$ cat src/rtl/log_seq_pkg.sv
// Shared definitions for the log batch sequencer.
//   seq_state_t : sequencer FSM states
//   MAX_LEN     : largest batch accepted at start
package log_seq_pkg;

    typedef enum logic [2:0] {
        IDLE,
        ISSUE,
        DRAIN,
        FLUSH,
        DONE
    } seq_state_t;

    localparam int MAX_LEN = 256;

endpackage

$ cat src/rtl/log_batch_seq_if.sv
// Datapath bundle between the log batch sequencer, the source/destination
// SRAM ports and the float32 log core.
//   master : sequencer side (drives reads, core input, writes)
//   slave  : memory/core side
interface log_batch_seq_if #(
    parameter int ADDR_W = 8
);
    logic              src_rd_en;
    logic [ADDR_W-1:0] src_addr;
    logic [31:0]       src_rdata;
    logic              ln_a_valid;
    logic [31:0]       ln_a_data;
    logic              ln_res_valid;
    logic [31:0]       ln_res_data;
    logic              dst_wr_en;
    logic [ADDR_W-1:0] dst_addr;
    logic [31:0]       dst_wdata;

    modport master (
        output src_rd_en, src_addr, ln_a_valid, ln_a_data,
               dst_wr_en, dst_addr, dst_wdata,
        input  src_rdata, ln_res_valid, ln_res_data
    );

    modport slave (
        input  src_rd_en, src_addr, ln_a_valid, ln_a_data,
               dst_wr_en, dst_addr, dst_wdata,
        output src_rdata, ln_res_valid, ln_res_data
    );
endinterface

$ cat src/rtl/log_batch_seq.sv
// Batch sequencer for the float32 natural-log core (MFCC path).
// Streams len words from the source SRAM into the log core, one per cycle,
// and writes every result to the destination SRAM as it arrives.
//   hclk, rst_n                 : clock, asynchronous active-low reset
//   start, abort                : one-cycle control pulses
//   src_base, dst_base, len     : batch configuration, captured on start
//   busy, done, err             : status (err is sticky until reset)
//   bus                         : SRAM read/write ports and log core stream
module log_batch_seq
    import log_seq_pkg::*;
#(
    parameter int ADDR_W = 8,
    parameter int CNT_W  = 9,
    parameter int OUT_W  = 6
) (
    input  logic               hclk,
    input  logic               rst_n,
    input  logic               start,
    input  logic               abort,
    input  logic [ADDR_W-1:0]  src_base,
    input  logic [ADDR_W-1:0]  dst_base,
    input  logic [CNT_W-1:0]   len,
    output logic               busy,
    output logic               done,
    output logic               err,
    log_batch_seq_if.master    bus
);

    seq_state_t        state_reg;
    logic [ADDR_W-1:0] src_base_reg;
    logic [ADDR_W-1:0] dst_base_reg;
    logic [ADDR_W-1:0] src_addr_reg;
    logic [ADDR_W-1:0] dst_addr_reg;
    logic [CNT_W-1:0]  len_reg;
    logic [CNT_W-1:0]  rd_cnt_reg;
    logic [CNT_W-1:0]  wr_cnt_reg;
    logic [OUT_W-1:0]  outstanding_reg;
    logic [OUT_W-1:0]  outstanding_next;
    logic              busy_reg;
    logic              done_reg;
    logic              err_reg;
    logic              src_rd_en_reg;
    logic              ln_a_valid_reg;
    logic              dst_wr_en_reg;
    logic [31:0]       dst_wdata_reg;

    logic res_stray;   // result with nothing in flight: flagged, never written
    logic res_ok;      // result that belongs to an issued word
    logic res_take;    // result that is actually written to the destination

    assign res_stray = bus.ln_res_valid && (outstanding_reg == '0);
    assign res_ok    = bus.ln_res_valid && !res_stray;
    // Results seen while flushing (or in the abort cycle itself) are dropped.
    assign res_take  = res_ok && !abort &&
                       ((state_reg == ISSUE) || (state_reg == DRAIN));

    assign busy           = busy_reg;
    assign done           = done_reg;
    assign err            = err_reg;
    assign bus.src_rd_en  = src_rd_en_reg;
    assign bus.src_addr   = src_addr_reg;
    assign bus.ln_a_valid = ln_a_valid_reg;
    assign bus.ln_a_data  = bus.src_rdata;   // SRAM data lines up with the delayed strobe
    assign bus.dst_wr_en  = dst_wr_en_reg;
    assign bus.dst_addr   = dst_addr_reg;
    assign bus.dst_wdata  = dst_wdata_reg;

    // Words inside the core: entering and leaving in one cycle cancels out.
    always_comb begin
        outstanding_next = outstanding_reg;
        if (ln_a_valid_reg && !res_ok) begin
            outstanding_next = outstanding_reg + 1'b1;
        end else if (!ln_a_valid_reg && res_ok) begin
            outstanding_next = outstanding_reg - 1'b1;
        end
    end

    always_ff @(posedge hclk or negedge rst_n) begin
        if (!rst_n) begin
            state_reg       <= IDLE;
            src_base_reg    <= '0;
            dst_base_reg    <= '0;
            src_addr_reg    <= '0;
            dst_addr_reg    <= '0;
            len_reg         <= '0;
            rd_cnt_reg      <= '0;
            wr_cnt_reg      <= '0;
            outstanding_reg <= '0;
            busy_reg        <= 1'b0;
            done_reg        <= 1'b0;
            err_reg         <= 1'b0;
            src_rd_en_reg   <= 1'b0;
            ln_a_valid_reg  <= 1'b0;
            dst_wr_en_reg   <= 1'b0;
            dst_wdata_reg   <= '0;
        end else begin
            done_reg        <= 1'b0;
            dst_wr_en_reg   <= 1'b0;
            ln_a_valid_reg  <= src_rd_en_reg;
            outstanding_reg <= outstanding_next;

            if (res_stray) begin
                err_reg <= 1'b1;
            end

            if (res_take) begin
                dst_wr_en_reg <= 1'b1;
                dst_wdata_reg <= bus.ln_res_data;
                dst_addr_reg  <= dst_base_reg + wr_cnt_reg[ADDR_W-1:0];
                wr_cnt_reg    <= wr_cnt_reg + 1'b1;
            end

            case (state_reg)
                IDLE: begin
                    // abort in the same cycle swallows the start
                    if (start && !abort) begin
                        if (len > CNT_W'(MAX_LEN)) begin
                            err_reg <= 1'b1;
                        end else begin
                            src_base_reg <= src_base;
                            dst_base_reg <= dst_base;
                            len_reg      <= len;
                            wr_cnt_reg   <= '0;
                            if (len == '0) begin
                                state_reg  <= DONE;
                                done_reg   <= 1'b1;
                                rd_cnt_reg <= '0;
                            end else begin
                                // first read goes out in the very next cycle
                                state_reg     <= ISSUE;
                                busy_reg      <= 1'b1;
                                src_rd_en_reg <= 1'b1;
                                src_addr_reg  <= src_base;
                                rd_cnt_reg    <= CNT_W'(1);
                            end
                        end
                    end
                end
                ISSUE: begin
                    if (abort) begin
                        src_rd_en_reg <= 1'b0;
                        state_reg     <= FLUSH;
                    end else if (rd_cnt_reg == len_reg) begin
                        src_rd_en_reg <= 1'b0;
                        state_reg     <= DRAIN;
                    end else begin
                        src_addr_reg <= src_base_reg + rd_cnt_reg[ADDR_W-1:0];
                        rd_cnt_reg   <= rd_cnt_reg + 1'b1;
                    end
                end
                DRAIN: begin
                    if (abort) begin
                        state_reg <= FLUSH;
                    end else if ((wr_cnt_reg == len_reg) && !bus.ln_res_valid) begin
                        state_reg <= DONE;
                        done_reg  <= 1'b1;
                        busy_reg  <= 1'b0;
                    end
                end
                FLUSH: begin
                    // wait until nothing is left in the SRAM read or the core
                    if ((outstanding_reg == '0) && !ln_a_valid_reg && !src_rd_en_reg) begin
                        state_reg <= IDLE;
                        busy_reg  <= 1'b0;
                    end
                end
                DONE: begin
                    state_reg <= IDLE;
                end
                default: begin
                    state_reg <= IDLE;
                end
            endcase
        end
    end

endmodule
$ cat src/flat_wrapper.sv
// flat-port wrapper written by rule: the top's interface ports become plain ports
module log_batch_seq_flat import log_seq_pkg::*;
#(
    parameter int ADDR_W = 8,
    parameter int CNT_W  = 9,
    parameter int OUT_W  = 6
)
  (hclk, rst_n, start, abort, src_base, dst_base, len, busy, done, err, bus_src_rd_en, bus_src_addr, bus_ln_a_valid, bus_ln_a_data, bus_dst_wr_en, bus_dst_addr, bus_dst_wdata, bus_src_rdata, bus_ln_res_valid, bus_ln_res_data);
  log_batch_seq_if #(.ADDR_W(ADDR_W)) bus_i ();
  input  logic hclk;
  input  logic rst_n;
  input  logic start;
  input  logic abort;
  input  logic [ADDR_W-1:0] src_base;
  input  logic [ADDR_W-1:0] dst_base;
  input  logic [CNT_W-1:0] len;
  output logic busy;
  output logic done;
  output logic err;
  output wire logic [$bits(bus_i.src_rd_en)-1:0] bus_src_rd_en;
  output wire logic [$bits(bus_i.src_addr)-1:0] bus_src_addr;
  output wire logic [$bits(bus_i.ln_a_valid)-1:0] bus_ln_a_valid;
  output wire logic [$bits(bus_i.ln_a_data)-1:0] bus_ln_a_data;
  output wire logic [$bits(bus_i.dst_wr_en)-1:0] bus_dst_wr_en;
  output wire logic [$bits(bus_i.dst_addr)-1:0] bus_dst_addr;
  output wire logic [$bits(bus_i.dst_wdata)-1:0] bus_dst_wdata;
  input wire logic [$bits(bus_i.src_rdata)-1:0] bus_src_rdata;
  input wire logic [$bits(bus_i.ln_res_valid)-1:0] bus_ln_res_valid;
  input wire logic [$bits(bus_i.ln_res_data)-1:0] bus_ln_res_data;
  assign bus_src_rd_en = bus_i.src_rd_en;
  assign bus_src_addr = bus_i.src_addr;
  assign bus_ln_a_valid = bus_i.ln_a_valid;
  assign bus_ln_a_data = bus_i.ln_a_data;
  assign bus_dst_wr_en = bus_i.dst_wr_en;
  assign bus_dst_addr = bus_i.dst_addr;
  assign bus_dst_wdata = bus_i.dst_wdata;
  assign bus_i.src_rdata = bus_src_rdata;
  assign bus_i.ln_res_valid = bus_ln_res_valid;
  assign bus_i.ln_res_data = bus_ln_res_data;
  log_batch_seq #(.ADDR_W(ADDR_W), .CNT_W(CNT_W), .OUT_W(OUT_W)) u_core (.hclk(hclk), .rst_n(rst_n), .start(start), .abort(abort), .src_base(src_base), .dst_base(dst_base), .len(len), .busy(busy), .done(done), .err(err), .bus(bus_i));
endmodule
$ cat config.mk
export PLATFORM = sky130hd
export DESIGN_NAME = log_batch_seq_flat
export DESIGN_NICKNAME = d
export VERILOG_FILES = /design/src/rtl/log_seq_pkg.sv /design/src/rtl/log_batch_seq_if.sv /design/src/rtl/log_batch_seq.sv /design/src/flat_wrapper.sv
export SDC_FILE = /design/constraint.sdc
export NUM_CORES = 1
export LEC_CHECK = 0
export CORE_MARGIN = 1
export CORE_UTILIZATION = 46
export CTS_BUF_LIST = sky130_fd_sc_hd__clkbuf_4
export DETAILED_ROUTE_END_ITERATION = 12
export PLACE_DENSITY = 0.77
export SYNTH_ARGS = -nofsm -noshare
export SYNTH_HDL_FRONTEND = slang
export SYNTH_SLANG_ARGS = --single-unit
$ cat constraint.sdc
create_clock -name hclk -period 5.51 [get_ports hclk]
set_clock_uncertainty 0.15 [all_clocks]
set_input_delay 1.102 -clock hclk [delete_from_list [all_inputs] [get_ports hclk]]
set_output_delay 1.102 -clock hclk [all_outputs]
set_load 0.02 [all_outputs]
Word-level counts from Yosys, hierarchy flattened
Cells that the tools add are included.
{"block": "totals", "regBits": 106, "in_bits": 94}
{"block": "classes", "magnitude_cmp": 1, "n_addsub": 6, "muxes": 48, "reduce_logical": 29, "bitwise_logic": 1, "n_eq_ne": 15}
{"cell": "$mux W9", "count": 8}
{"cell": "$mux W8", "count": 5}
{"cell": "$mux W3", "count": 8}
{"cell": "$mux W1", "count": 19}
{"cell": "$add A9 B1 Y9 const B", "count": 2}
{"cell": "$eq A9 B9 Y1", "count": 2}
{"cell": "$pmux W9 S2", "count": 1}
{"cell": "$add A8 B8 Y8", "count": 2}
{"cell": "$pmux W8 S2", "count": 1}
{"cell": "$reduce_and A5 Y1", "count": 3}
{"cell": "$mux W6", "count": 2}
{"cell": "$ne A2 B2 Y1 const B", "count": 6}
{"cell": "$pmux W3 S4", "count": 1}
{"cell": "$logic_and A1 B1 Y1", "count": 10}
{"cell": "$gt A9 B9 Y1 const B", "count": 1}
{"cell": "$logic_not A9 Y1", "count": 1}
{"cell": "$reduce_and A7 Y1", "count": 1}
{"cell": "$add A6 B1 Y6 const B", "count": 1}
{"cell": "$eq A3 B2 Y1 const B", "count": 2}
{"cell": "$logic_not A1 Y1", "count": 6}
{"cell": "$logic_not A6 Y1", "count": 1}
{"cell": "$ne A3 B3 Y1 const B", "count": 2}
{"cell": "$reduce_and A6 Y1", "count": 1}
{"cell": "$sub A6 B1 Y6 const B", "count": 1}
{"cell": "10 further kinds", "count": 13}

Longest topological paths before layout
Gate-level depths: netlist of run 1.
{"block": "depth", "word_depth": 10, "depth_mapped": 11, "depth_no_buf": 11}

Worst setup path before layout of run 1
No wires, ideal clock.
{"block": "synth_path", "path_kind": "input -> register", "startpoint": "input len[5]", "endpoint": "register u_core.src_addr_reg[0] (netlist: u_core.bus.src_addr[0])", "stages": 5, "required_time_ns": 5.235, "t_arrival_ns": 2.725, "slack_ns": 2.510, "n_path_buf": 0, "cell_sequence": "or4_4 or3_4 o211ai_4 o21ai_4 mux2_4"}
{"block": "synth_via", "elab_chain_len": 3, "elab_cells_between_ends": 5, "cone_classes": "order compare (1); eq/ne (2); reduce/logical (2)"}
{"item": "from (decl)", "line": "flat_wrapper.sv:16", "rtl": "input logic [CNT_W-1:0] len;"}
{"item": "$gt A9 B9 Y1 / $logic_not A9 Y1 (equally long branches)", "line": "log_batch_seq.sv:117, log_batch_seq.sv:124"}
{"item": "$ne A2 B2 Y1 (no line)"}
{"item": "$reduce_and A6 Y1 (no line) (*)"}
{"item": "to (signal assigned)", "line": "log_batch_seq.sv:133", "rtl": "src_addr_reg <= src_base;"}
{"item": "to (signal assigned)", "line": "log_batch_seq.sv:147", "rtl": "src_addr_reg <= src_base_reg + rd_cnt_reg[ADDR_W-1:0];"}
{"item": "to (decl)", "line": "log_batch_seq.sv:32", "rtl": "logic [ADDR_W-1:0] src_addr_reg;"}
Mark *: on every way between the ends. The rest lies on a longest branch, timed or not.
A chain may end at the register's enable or synchronous reset.

Final worst setup path of run 1
{"block": "layout_path", "startpoint": "input abort", "endpoint": "register u_core.wr_cnt_reg[2]"}
{"block": "layout_via", "elab_chain_len": 7, "elab_cells_between_ends": 8, "cone_classes": "mux (4); reduce/logical (4)"}
{"item": "from (decl)", "line": "flat_wrapper.sv:13", "rtl": "input logic abort;"}
{"item": "$logic_not A1 Y1 (*)", "line": "log_batch_seq.sv:54, log_batch_seq.sv:116"}
{"item": "$logic_and A1 B1 Y1 (2 in series)", "line": "log_batch_seq.sv:54", "rtl": "assign res_take = res_ok && !abort &&"}
{"item": "$mux W9", "line": "log_batch_seq.sv:106", "rtl": "if (res_take) begin"}
{"item": "$mux W9", "line": "log_batch_seq.sv:117", "rtl": "if (len > CNT_W'(MAX_LEN)) begin"}
{"item": "$mux W9", "line": "log_batch_seq.sv:116", "rtl": "if (start && !abort) begin"}
{"item": "$mux W9 (*)", "line": "log_batch_seq.sv:113", "rtl": "case (state_reg)"}
{"item": "to (signal assigned)", "line": "log_batch_seq.sv:110", "rtl": "wr_cnt_reg <= wr_cnt_reg + 1'b1;"}
{"item": "to (decl)", "line": "log_batch_seq.sv:36", "rtl": "logic [CNT_W-1:0] wr_cnt_reg;"}
Marks and branches as above.

==> flow_summary.ini, run 1 <==
[status]
status = finished, final reports clean

[clocking]
h-tree-depth = 3
cts_resized = 0
clock_sinks = 106
cts_inserted_buffers = 9
clk-insertion-delay-late_ns = 0.49
cts_setup_buffers = 0
holdBufCountCts = 0
cts_root_buffer = clkbuf_4
cts_tree = built
clk_path_buf_depth = 2
clk_pin_slew_ns = 0.17

[synthesis]
ys_types = 55
syn_nets = 756
synth-edff-count = 0
syn_area_um2 = 5790
synthArstFlopShare = 1.00
yosysSeqAreaShare = 0.458
ys_warn_count = 0
synth_seq_cells = 106
syn-instance-count = 637
avgSynthCellArea_um2 = 9.09
synthFlopType = dfrtp_1

[drt]
routed-wl-met2_mm = 6.74
drt-initial-drc-count = 450
vias = 4675
dr.max_layer_used = met4
wl_met3_um = 898
wl_per_cell_um = 15.6
drc_errors = 0
drt_pre_antenna_iters = 5
drt-met1-wl_mm = 5.83
wl_mm = 13.8
drtAntennaViolNets = 0
viasPerCell = 5.27

[setup_path]
cp.arrival_ns = 3.65
critPathBufInv = 2
cpPeakStageDelay_ns = 0.75
path_max_fanout = 37
cp.required_ns = 5.76
startpoint_type = input pin
cpLargestDelayFamily = buffers and inverters
criticalPathCategory = in -> reg
cp-end-kind = register
cp_cell_sequence = clkdlybuf4s50_1 > or2_2 > a2111o_1 > inv_2 > nand2_1 > xor2_1 > nor2_1
crit_slowest_cell = a2111o_1

[sta]
fmax_mhz = 294
worstMarginPinSlew_ns = 0.868
fin_setup_tns_ns = 0
fin_crit_sh = 0.617
setup_viol = 0
slew_headroom = 0.421
timing.hold.ws_ns = 0.343
layout_min_cycle_time_ns = 3.40
hold_violations = 0
rsz0062_at_grt = false
slew_viol_final = 0

[global_routing]
grt_util_all_layers = 0.227
grt_pass1_vias = 4806
grt_antenna_before_repair = 1
grt_start_max_net_pins = 67
grt-ovfl-total = 0
grt_pass1_wl_mm = 23.0

[pwr]
power.leakage_nw = 3.28
p_int_mw = 2.02
seqPwrFrac = 0.390
switching_share = 0.431
powerDensity_nw_per_um2 = 508
switchingPower_mw = 1.53
ir_drop_v = 0.000301
power_frac_clock = 0.106
pwr-share-comb = 0.504

[placement]
place_area_um2 = 6850
dp.cells = 871
gp_congestion = 0.865
io_buffers = 115
hpwlAfterDp_mm = 10.0

[layout]
design_area_um2 = 6970
synthToLayoutAreaGrowth_pct = 20.5
fin_util = 0.573
stdcell_count = 887
layout-drive-gt1-share = 0.0543
multi_input_area_um2 = 2730
nets = 833
n_fill_cell = 1099
seq_area_um2 = 2650
largest_register_ffs = 32

[floorplanning]
rows = 40
io_pins = 180
die_w_um = 114
initial_core_util = 0.476
dieArea_um2 = 13000
core-area_um2 = 12200
die_h_um = 114

[job]
maxCapViolCount = 0

[min_path]
hold_class = reg -> reg
## worst paths after layout
kind	from	end	slack (ns)	cells past startpoint
max	abort	u_core.wr_cnt_reg[2]	2.11	7
min	u_core.bus.src_rd_en	u_core.bus.ln_a_valid	0.34	0
max reg2reg	u_core.outstanding_reg[2]	u_core.outstanding_reg[5]	2.31	11
min reg2reg	u_core.bus.src_rd_en	u_core.bus.ln_a_valid	0.34	0
max in group asynchronous	rst_n	u_core.state_reg[0]	3.61	2
min in group asynchronous	rst_n	u_core.bus.src_addr[1]	0.53	1
## Yosys cell counts (10+ instances only)
cell / number / area, um^2
nand2_1: 203 / 762
dfrtp_1: 106 / 2650
clkbuf_1: 11 / 41.3
xor2_1: 24 / 210
inv_1: 20 / 75.1
ha_1: 22 / 275
o21ai_0: 30 / 150
buf_4: 32 / 240
nand3_1: 10 / 50.1
a21oi_1: 12 / 60.1
nor4_1: 10 / 62.6
xnor2_1: 12 / 105
nor2_1: 19 / 71.3
## cell usage in the layout (no fill, tap or decap), types with 6 or more instances in the layout
cell type	instances
nor4_1	10
nor2_1	19
nand2b_1	9
mux2_4	6
a21oi_1	12
o31ai_1	9
o21a_1	6
clkbuf_4	9
nand2_1	203
xor2_1	24
clkdlybuf4s50_1	114
mux2i_1	8
buf_4	6
dfrtp_1	106
xnor2_1	12
o21ai_0	30
nor3_1	8
ha_1	22
nand3_1	10
inv_1	20
## power groups by stage
stage	logic, mW	clock network (mW)	registers, mW
after floorplan	0.996	0	1.53
after global placement	1.72	0	1.39
after detailed placement	1.79	0	1.39
after CTS	1.80	0.390	1.38
after global routing	1.98	0.415	1.43
final	1.79	0.374	1.38
## through the flow
step	setup slack [ns]	power (mW)
floorplan	2.51	2.52
CTS	2.09	3.57
global route	1.88	3.82
finish	2.11	3.54
detailed placement	1.53	3.18
global placement	1.58	3.11
## per-layer routing
| metal | global-route usage | vias up |
|---|---|---|
| met3 | 0.0588 | 39 |
| met4 | 0.0926 | 0 |
| met1 | 0.285 | 2213 |
| met2 | 0.373 | 160 |
| li1 | - | 2263 |
| met5 | 0 | - |
## kinds of logic after synthesis
group / synth area share
simple gates: 0.217
flops: 0.458
compound gates: 0.110
buf+inv: 0.0709
xor+xnor: 0.0545
fa+ha+maj: 0.0579
mux: 0.0313
## worst register-to-register path, stage by stage (launching register included)
cell	delay (ns)
dfrtp_1	0.45
nor4_1	0.52
nand2_1	0.14
nand2_1	0.09
ha_1	0.26
inv_1	0.16
ha_1	0.33
a21oi_1	0.18
a21boi_0	0.20
o21a_1	0.24
o2111ai_1	0.21
o311ai_0	0.15
## area by class of cell
type                    instances  area share
diodes                          1    0.000359
clock buffers                   9     0.00969
clock inverters                 6     0.00718
inverters                      21      0.0113
multi-input cells             456       0.391
flip-flops and latches        106       0.380
well taps                     168      0.0301
repair buffers                120       0.170
Power figures use the tool's default switching activity.
==> run 2, diff against run 1 <==
- clock period: 5.51 -> 3.4 ns (I/O delays scaled with it)
==> flow_summary.ini, run 2 (same netlist as run 1, synthesis figures left out) <==
[setup_path]
cp-end-kind = register
cp.arrival_ns = 3.22
startpoint_type = register
r2r_slack_ns = 0.40
path_max_fanout = 6
regToRegEndpoint = u_core.outstanding_reg[5]
reg2reg_from = u_core.outstanding_reg[2]
ff2ff_path_depth = 11
startpoint = u_core.outstanding_reg[2]
cp_cell_sequence = nor4_2 > nand2_1 > nand2_1 > ha_1 > inv_1 > ha_1 > a21oi_1 > a21boi_0 > o21a_1 > o2111ai_1 > o311ai_0
criticalPathCategory = reg -> reg
cp.required_ns = 3.62
cpPeakStageDelay_ns = 0.47
endpoint = u_core.outstanding_reg[5]
crit_slowest_cell = dfrtp_1

[sta]
worstMarginPinSlew_ns = 0.771
layout_setup_ws_ns = 0.396
slew_headroom = 0.473
slew_viol_final = 0
setup_viol = 0
layout_min_cycle_time_ns = 3.00
hold_violations = 0
fmax_mhz = 333
fin_crit_sh = 0.883
fin_setup_tns_ns = 0
rsz0062_at_grt = false

[drt]
drt-initial-drc-count = 371
vias = 4785
drc_errors = 0
drt_pre_antenna_iters = 6
drtAntennaViolNets = 0
wl_per_cell_um = 15.9
viasPerCell = 5.36
wl_mm = 14.2

[pwr]
seqPwrFrac = 0.380
switching_share = 0.418
p_int_mw = 3.44
power.leakage_nw = 3.33
ir_drop_v = 0.000418
power_frac_clock = 0.120
switchingPower_mw = 2.47
pwr-share-comb = 0.500
powerDensity_nw_per_um2 = 835

[clocking]
cts_resized = 0
cts_root_buffer = clkbuf_4
cts_setup_buffers = 0
h-tree-depth = 3
clock_sinks = 106
clk-insertion-delay-late_ns = 0.49
holdBufCountCts = 0
clk_pin_slew_ns = 0.16
cts_tree = built
cts_inserted_buffers = 9
clk_path_buf_depth = 2

[floorplanning]
rows = 40
die_h_um = 114
core-area_um2 = 12200
io_pins = 180
die_w_um = 114
dieArea_um2 = 13000
initial_core_util = 0.476

[layout]
synthToLayoutAreaGrowth_pct = 22.2
layout_common_cells = 203 x nand2_1, 114 x clkdlybuf4s50_1, 106 x dfrtp_1
nets = 838
largest_register_ffs = 32
final_common_cell = nand2_1
layout-drive-gt1-share = 0.0596

[min_path]
hold_class = in -> async

[placement]
gp_congestion = 0.850
hpwlAfterDp_mm = 10.4
io_buffers = 115
preCtsSetupSlack_ns = 0.129

[global_routing]
grt_pass1_wl_mm = 23.6
grt_antenna_before_repair = 1
grt_util_all_layers = 0.231
grt_start_max_net_pins = 107
grt_pass1_vias = 4854
grt-ovfl-total = 0

[job]
maxCapViolCount = 0

[status]
status = finished, final reports clean
## run 2: cell count changes in the layout (fill, tap and decap cells not counted), sizes merged
| cell | before | now |
|---|---|---|
| buf | 6 | 11 |
| diode | 1 | 2 |
| inv | 24 | 21 |
| clkinvlp | 1 | 0 |
| bufinv | 0 | 2 |
| clkbuf | 9 | 10 |
## run 2: worst max-delay path, delay by kind of cell, from the launching register on
kind,cells,cell delay [ns]
buffers and inverters,1,0.17
and+or+nand+nor,3,0.56
AOI/OAI and AO/OA,5,0.92
DFF,1,0.47
adders and majority gates,2,0.61
## run 2: final cells by class
class                   count  area (um^2)
fillers                  1045         5090
well taps                 168          210
flip-flops and latches    106         2650
diodes                      2         5.00
multi-input cells         456         2730
clock inverters             4         68.8
clock buffers              10         75.1
inverters                  21         78.8
repair buffers            125         1250
## run 2: stage by stage
stage / cells / util / hold slack [ns] / power [mW] / instance area, um^2
finish: 892 / 0.581 / 0.0503 / 5.91 / 7070
global placement: 876 / 0.569 / 0.280 / 5.06 / 6920
CTS: 890 / 0.580 / 0.0988 / 5.92 / 7060
detailed placement: 876 / 0.569 / 0.298 / 5.20 / 6920
floorplan: 637 / - / 0.234 / 4.09 / 5790
global route: 891 / 0.581 / 0.102 / 6.34 / 7070
## run 2: worst min-delay path by stage
stage | slack [ns] | to | from
2_1_floorplan | 0.23 | u_core.bus.dst_addr[0] | rst_n
3_3_place_gp | 0.28 | u_core.bus.ln_a_valid | u_core.bus.src_rd_en
3_5_place_dp | 0.30 | u_core.bus.ln_a_valid | u_core.bus.src_rd_en
4_1_cts | 0.1 | u_core.outstanding_reg[4] | rst_n
5_1_grt | 0.10 | u_core.bus.src_addr[0] | rst_n
6_report | 0.05 | u_core.bus.src_addr[0] | rst_n
## run 2: power by group through the flow
stage | logic, mW | clock network (mW) | registers (mW)
after global routing | 3.26 | 0.768 | 2.32
after global placement | 2.82 | 0 | 2.23
after detailed placement | 2.94 | 0 | 2.26
final | 2.95 | 0.706 | 2.25
after CTS | 2.96 | 0.722 | 2.24
after floorplan | 1.61 | 0 | 2.47
## run 2: routing by layer
metal | wire [um] | vias up | global-route usage
li1 | - | 2268 | -
met1 | 5910 | 2300 | 0.279
met2 | 7000 | 164 | 0.395
met3 | 919 | 53 | 0.0603
met4 | 370 | 0 | 0.0926
met5 | 0 | - | 0
